**src/rtl/box_plotter_pkg.sv**
```systemverilog
// Shared screen geometry, coordinate widths, colour codes and drawer state type
// for the box_plotter rectangle drawer.
package box_plotter_pkg;

  localparam int SCREEN_W = 320;
  localparam int SCREEN_H = 240;
  localparam int X_W      = 9;
  localparam int Y_W      = 8;

  localparam logic [X_W-1:0] X_MAX = 9'd319;
  localparam logic [Y_W-1:0] Y_MAX = 8'd239;

  localparam logic [2:0] COL_PUKE_GREEN  = 3'b000;
  localparam logic [2:0] COL_BLUE_PURPLE = 3'b001;
  localparam logic [2:0] COL_LIGHT_GREEN = 3'b010;
  localparam logic [2:0] COL_LIGHT_BLUE  = 3'b011;
  localparam logic [2:0] COL_ORANGE      = 3'b100;
  localparam logic [2:0] COL_PINK        = 3'b101;
  localparam logic [2:0] COL_YELLOW      = 3'b110;
  localparam logic [2:0] COL_WHITE       = 3'b111;

  typedef enum logic [1:0] {
    S_IDLE   = 2'd0,
    S_LOAD   = 2'd1,
    S_DRAW   = 2'd2,
    S_FINISH = 2'd3
  } state_t;

endpackage

```
**src/rtl/box_plotter_clip.sv**
```systemverilog
// Combinational clipper: inclusive bottom-right corner of a box limited to the
// visible screen, plus a flag for boxes that draw nothing at all.
module box_clip
  import box_plotter_pkg::*;
(
  input  logic [8:0] x0,
  input  logic [7:0] y0,
  input  logic [8:0] width,
  input  logic [7:0] height,
  output logic [8:0] xe,
  output logic [7:0] ye,
  output logic       empty
);

  logic [9:0] x_end;
  logic [9:0] y_end;

  // Ten bits hold the largest unclipped corner without wrapping; a zero extent
  // wraps here, but that case is flagged empty and the corner is then unused.
  always_comb begin
    x_end = {1'b0, x0} + {1'b0, width} - 10'd1;
    y_end = {2'b00, y0} + {2'b00, height} - 10'd1;
    xe    = (x_end > {1'b0, X_MAX}) ? X_MAX : x_end[8:0];
    ye    = (y_end > {2'b00, Y_MAX}) ? Y_MAX : y_end[7:0];
    empty = (width == 9'd0) || (height == 8'd0) ||
            (x0 > X_MAX) || (y0 > Y_MAX);
  end

endmodule

```
**src/rtl/box_plotter.sv**
```systemverilog
// Request-driven rectangle drawer feeding vga_adapter: one registered pixel
// write per cycle, filled or one-pixel outline, clipped to 320x240.
module box_plotter
  import box_plotter_pkg::*;
(
  input  logic       clock,
  input  logic       resetn,
  input  logic       start,
  input  logic [8:0] x0,
  input  logic [7:0] y0,
  input  logic [8:0] width,
  input  logic [7:0] height,
  input  logic [2:0] colour_in,
  input  logic       fill,
  output logic       busy,
  output logic       done,
  output logic [8:0] x,
  output logic [7:0] y,
  output logic [2:0] colour,
  output logic       plot
);

  state_t     state_q, state_d;
  logic [8:0] bx0_q, bx0_d;
  logic [7:0] by0_q, by0_d;
  logic [8:0] bw_q, bw_d;
  logic [7:0] bh_q, bh_d;
  logic [2:0] bcol_q, bcol_d;
  logic       bfill_q, bfill_d;
  logic [8:0] x_q, x_d;
  logic [7:0] y_q, y_d;
  logic [2:0] colour_q, colour_d;
  logic       plot_q, plot_d;
  logic       busy_q, busy_d;
  logic       done_q, done_d;

  logic [8:0] xe;
  logic [7:0] ye;
  logic       empty;
  logic       full_row;
  logic       last_pixel;

  box_clip u_clip (
    .x0     (bx0_q),
    .y0     (by0_q),
    .width  (bw_q),
    .height (bh_q),
    .xe     (xe),
    .ye     (ye),
    .empty  (empty)
  );

  always_ff @(posedge clock or negedge resetn) begin
    if (!resetn) begin
      state_q  <= S_IDLE;
      bx0_q    <= '0;
      by0_q    <= '0;
      bw_q     <= '0;
      bh_q     <= '0;
      bcol_q   <= '0;
      bfill_q  <= 1'b0;
      x_q      <= '0;
      y_q      <= '0;
      colour_q <= '0;
      plot_q   <= 1'b0;
      busy_q   <= 1'b0;
      done_q   <= 1'b0;
    end else begin
      state_q  <= state_d;
      bx0_q    <= bx0_d;
      by0_q    <= by0_d;
      bw_q     <= bw_d;
      bh_q     <= bh_d;
      bcol_q   <= bcol_d;
      bfill_q  <= bfill_d;
      x_q      <= x_d;
      y_q      <= y_d;
      colour_q <= colour_d;
      plot_q   <= plot_d;
      busy_q   <= busy_d;
      done_q   <= done_d;
    end
  end

  // The x/y output registers double as the scan position: in DRAW they hold the
  // pixel currently on the bus and the next one is derived from them.
  always_comb begin
    state_d    = state_q;
    bx0_d      = bx0_q;
    by0_d      = by0_q;
    bw_d       = bw_q;
    bh_d       = bh_q;
    bcol_d     = bcol_q;
    bfill_d    = bfill_q;
    x_d        = x_q;
    y_d        = y_q;
    colour_d   = colour_q;
    plot_d     = 1'b0;
    busy_d     = busy_q;
    done_d     = 1'b0;
    full_row   = bfill_q || (y_q == by0_q) || (y_q == ye);
    last_pixel = (x_q == xe) && (y_q == ye);

    case (state_q)
      S_IDLE: begin
        if (start) begin
          bx0_d   = x0;
          by0_d   = y0;
          bw_d    = width;
          bh_d    = height;
          bcol_d  = colour_in;
          bfill_d = fill;
          busy_d  = 1'b1;
          state_d = S_LOAD;
        end
      end
      S_LOAD: begin
        if (empty) begin
          busy_d  = 1'b0;
          done_d  = 1'b1;
          state_d = S_FINISH;
        end else begin
          x_d      = bx0_q;
          y_d      = by0_q;
          colour_d = bcol_q;
          plot_d   = 1'b1;
          state_d  = S_DRAW;
        end
      end
      S_DRAW: begin
        if (last_pixel) begin
          busy_d  = 1'b0;
          done_d  = 1'b1;
          state_d = S_FINISH;
        end else begin
          plot_d = 1'b1;
          // Interior outline rows only touch the two side columns.
          if (full_row) begin
            if (x_q == xe) begin
              x_d = bx0_q;
              y_d = y_q + 8'd1;
            end else begin
              x_d = x_q + 9'd1;
            end
          end else if ((x_q == bx0_q) && (xe != bx0_q)) begin
            x_d = xe;
          end else begin
            x_d = bx0_q;
            y_d = y_q + 8'd1;
          end
        end
      end
      S_FINISH: begin
        state_d = S_IDLE;
      end
      default: begin
        state_d = S_IDLE;
      end
    endcase
  end

  assign busy   = busy_q;
  assign done   = done_q;
  assign x      = x_q;
  assign y      = y_q;
  assign colour = colour_q;
  assign plot   = plot_q;

endmodule

```
**config.mk**
```make
export PLATFORM = sky130hd
export DESIGN_NAME = box_plotter
export DESIGN_NICKNAME = d
export VERILOG_FILES = /design/src/rtl/box_plotter_pkg.sv /design/src/rtl/box_plotter_clip.sv /design/src/rtl/box_plotter.sv
export SDC_FILE = /design/constraint.sdc
export NUM_CORES = 1
export LEC_CHECK = 0
export ABC_AREA = 1
export CAP_MARGIN = 5
export CORE_AREA = 2 2 109 111
export DETAILED_ROUTE_END_ITERATION = 10
export DIE_AREA = 0 0 111 113
export PLACE_DENSITY = 0.71
export SYNTH_ARGS = -nofsm -noshare
export SYNTH_HDL_FRONTEND = slang
export SYNTH_SLANG_ARGS = --single-unit
```
**constraint.sdc**
```tcl
create_clock -name clock -period 4.8 [get_ports clock]
set_input_delay 0.96 -clock clock [delete_from_list [all_inputs] [get_ports clock]]
set_output_delay 0.96 -clock clock [all_outputs]
set_load 0.05 [all_outputs]
```
==> reports/results.txt, run 1 <==
Syn Std Cell Area: 0.00558 sq mm
crit path DAT: 4.41 ns
Hold WC Path Type: register to register
sequential area share after synthesis: 0.283
DP Wirelength: 11,200 um
I/O Pins: 64
Slew Limit Headroom: 0.267
vias per inst: 5.31
Root Buffer: clkbuf_16
first-pass GRT wire length: 24,100 um
synth top area cells: dfrtp_1, nand2_1, ha_1
Post-synth top cells: nand2_1, inv_1, nand3_1, dfrtp_1, nor2_1
P&R area growth vs syn: 17.5%
Final Max Slew Viols: 0
final setup fails: 0
cell taking the most area after synthesis: dfrtp_1
gr ovfl total: 0
Worst Path Max Fanout: 16
worst-skew pair later-pin latency: 0.33 ns
Async S/R FF share, synth: 1.00
Starting Density: 0.495
DRT Wirelength: 14,400 um
Num CTS Buffers: 9
Post-Synthesis Cells: 805
die area: 0.0125 sq mm
Clock Path Buffers: 2
Top FF cell, synth: dfrtp_1
post-DR wirelength/cell: 14.3 um
Fill cells: 1,056
Die Y-Extent: 113 um
Synth Area in Compound Gates: 0.0621
count leader, synth: nand2_1
FP Rows: 39
DIE WIDTH: 111 um
vias in the first global route: 5,074
dpl cells: 990
actual slew at the worst max-slew pin: 1.10 ns
DRC Markers: 0
nets@finish: 935
Netlist cell types: 43
final hold vios: 0
CTS tree: built
Core Region: 0.0113 sq mm
synthesized netlist net count: 882
antenna cells: 0
CP startpoint kind: register
Simple-Gate Fraction of Synth Area: 0.380
max_cap viols: 0
setup TNS: 0 ns
CTS Sinks: 63
synthesized-area fraction occupied by xor and xnor cells: 0.0518
Worst-path clk slew: 0.06 ns
initial antenna violation count: 0
Final Non-Filler Cells: 1,006
Period Utilization, post-route: 0.875
Reg area: 0.00158 sq mm
largest net degree at the start of global routing: 64
via count: 5,339
multi-input logic area: 0.00347 sq mm
Adder-Cell Fraction of Synth Area: 0.0834
layout cell share with drive strength beyond 1: 0.101
Gates resized, CTS repair: 0
Post-synth EDFFs: 0
Final Skew: 0.00858 ns
synth warn: 0
crit path capture type: register
Yosys top cell area share: 0.283
Post-CTS Setup Repair Bufs: 0
RSZ-0062 raised after global routing: no
Crit path required time: 5.01 ns
port bufs: 63
Pre-antenna DRT Iters: 5
outcome: finished, final reports clean
placer congestion estimate: 0.909
Mapped Avg Cell Area: 6.93 sq um
Total GRT Usage: 0.232
H-tree depth: 3
f_max: 238 MHz
largest family of logic cells by synthesized area: simple AND/OR/NAND/NOR gates
flops & latches, synth: 63
Crit Path Class: register to register
post-synthesis mux area share: 0.0439
hold_buf cts: 0
final critical-path required period: 4.20 ns
post-route ant nets: 0
Initial DRC Count: 369
-- final cells by class --
| cell class | instances | share of cell area |
|---|---|---|
| multi-input combinational | 607 | 0.529 |
| tap | 143 | 0.0273 |
| timing repair buffer | 64 | 0.0966 |
| clock inverter | 7 | 0.00744 |
| inverter | 113 | 0.0647 |
| sequential | 63 | 0.240 |
| clock buffer | 9 | 0.0344 |
-- path summary, 6_finish.rpt --
check	startpoint	end	slack, ns	cells after the start
worst max register to register	bx0_q[1]	y[2]	0.60	22
worst max-delay path	bx0_q[1]	y[2]	0.60	22
min in group asynchronous	resetn	bx0_q[2]	0.79	2
worst min-delay path	colour[2]	colour[2]	0.47	2
max in group asynchronous	resetn	by0_q[2]	3.45	2
worst min register to register	colour[2]	colour[2]	0.47	2
-- stage by stage --
stage	worst slack, ns	utilization	hold slack [ns]	area (sq um)
floorplan	1.35	-	0.444	5580
global placement	0.847	0.557	0.456	6280
detailed placement	0.676	0.557	0.458	6280
CTS	0.639	0.582	0.473	6560
global route	0.204	0.582	0.494	6560
finish	0.598	0.582	0.472	6560
-- cell usage in the layout (no fill, tap or decap), types with 4 or more instances in the layout --
cell type / netlist / routed
nor2_1: 47 / 47
inv_1: 112 / 112
a21oi_1: 28 / 28
nand3_1: 81 / 81
nor4_1: 4 / 4
clkdlybuf4s50_1: 0 / 62
nor2_2: 5 / 5
nand4_1: 21 / 21
nand3_2: 13 / 13
nor3_1: 7 / 7
mux2_2: 20 / 20
ha_1: 34 / 34
xnor2_1: 7 / 7
nand2_2: 10 / 11
o21ai_1: 6 / 6
xor2_1: 26 / 26
o21ai_0: 14 / 14
nand2_1: 251 / 250
clkbuf_16: 0 / 9
dfrtp_1: 63 / 63
-- worst max-delay path, cell delays in order (launching register included) --
cell     delay, ns
dfrtp_1       0.46
inv_1         0.13
ha_1          0.29
inv_1         0.04
ha_1          0.23
fa_1          0.39
nand2_1       0.09
nand3_1       0.11
nand3_1       0.11
nand3_1       0.07
nand2_1       0.08
nand2_1       0.05
nand2_1       0.32
nand3_1       0.24
xor2_1        0.22
nor3_2        0.31
nand3_2       0.34
inv_1         0.16
nand2_2       0.08
nand3_4       0.13
nand2_4       0.10
nand2_1       0.09
nand2_1       0.06
-- per-layer routing --
layer | global-route usage | up-vias | part of all wire
met5 | 0 | - | 0
met2 | 0.382 | 175 | 0.46
li1 | - | 2682 | -
met1 | 0.320 | 2463 | 0.46
met4 | 0.0558 | 0 | 0.014
met3 | 0.0396 | 19 | 0.059
-- kinds of logic after synthesis --
family,count (synthesis)
and+or+nand+nor,456
adders and majority gates,36
xor gates and xnor gates,33
muxes,22
AOI/OAI and AO/OA,60
buffers and inverters,135
DFF,63
-- state kept, by name, summed over array words and instances (netlist names) --
name / flops
plot: 1
bcol_q: 3
done: 1
colour: 3
by0_q: 8
bw_q: 9
state_q: 2
bh_q: 8
bx0_q: 9
busy: 1
x: 9
y: 8
bfill_q: 1
Power of run 1 is not shown: default switching activity piles up to over one toggle a cycle in this logic, so the estimate is an artifact.
==> inputs of run 2 (changes only) <==
CTS_CLUSTER_DIAMETER = 120   (was not set)
==> results of run 2 <==
Final layout, timing and power as in run 1 (identical DEF).
Power of run 2 is left out for the same reason.
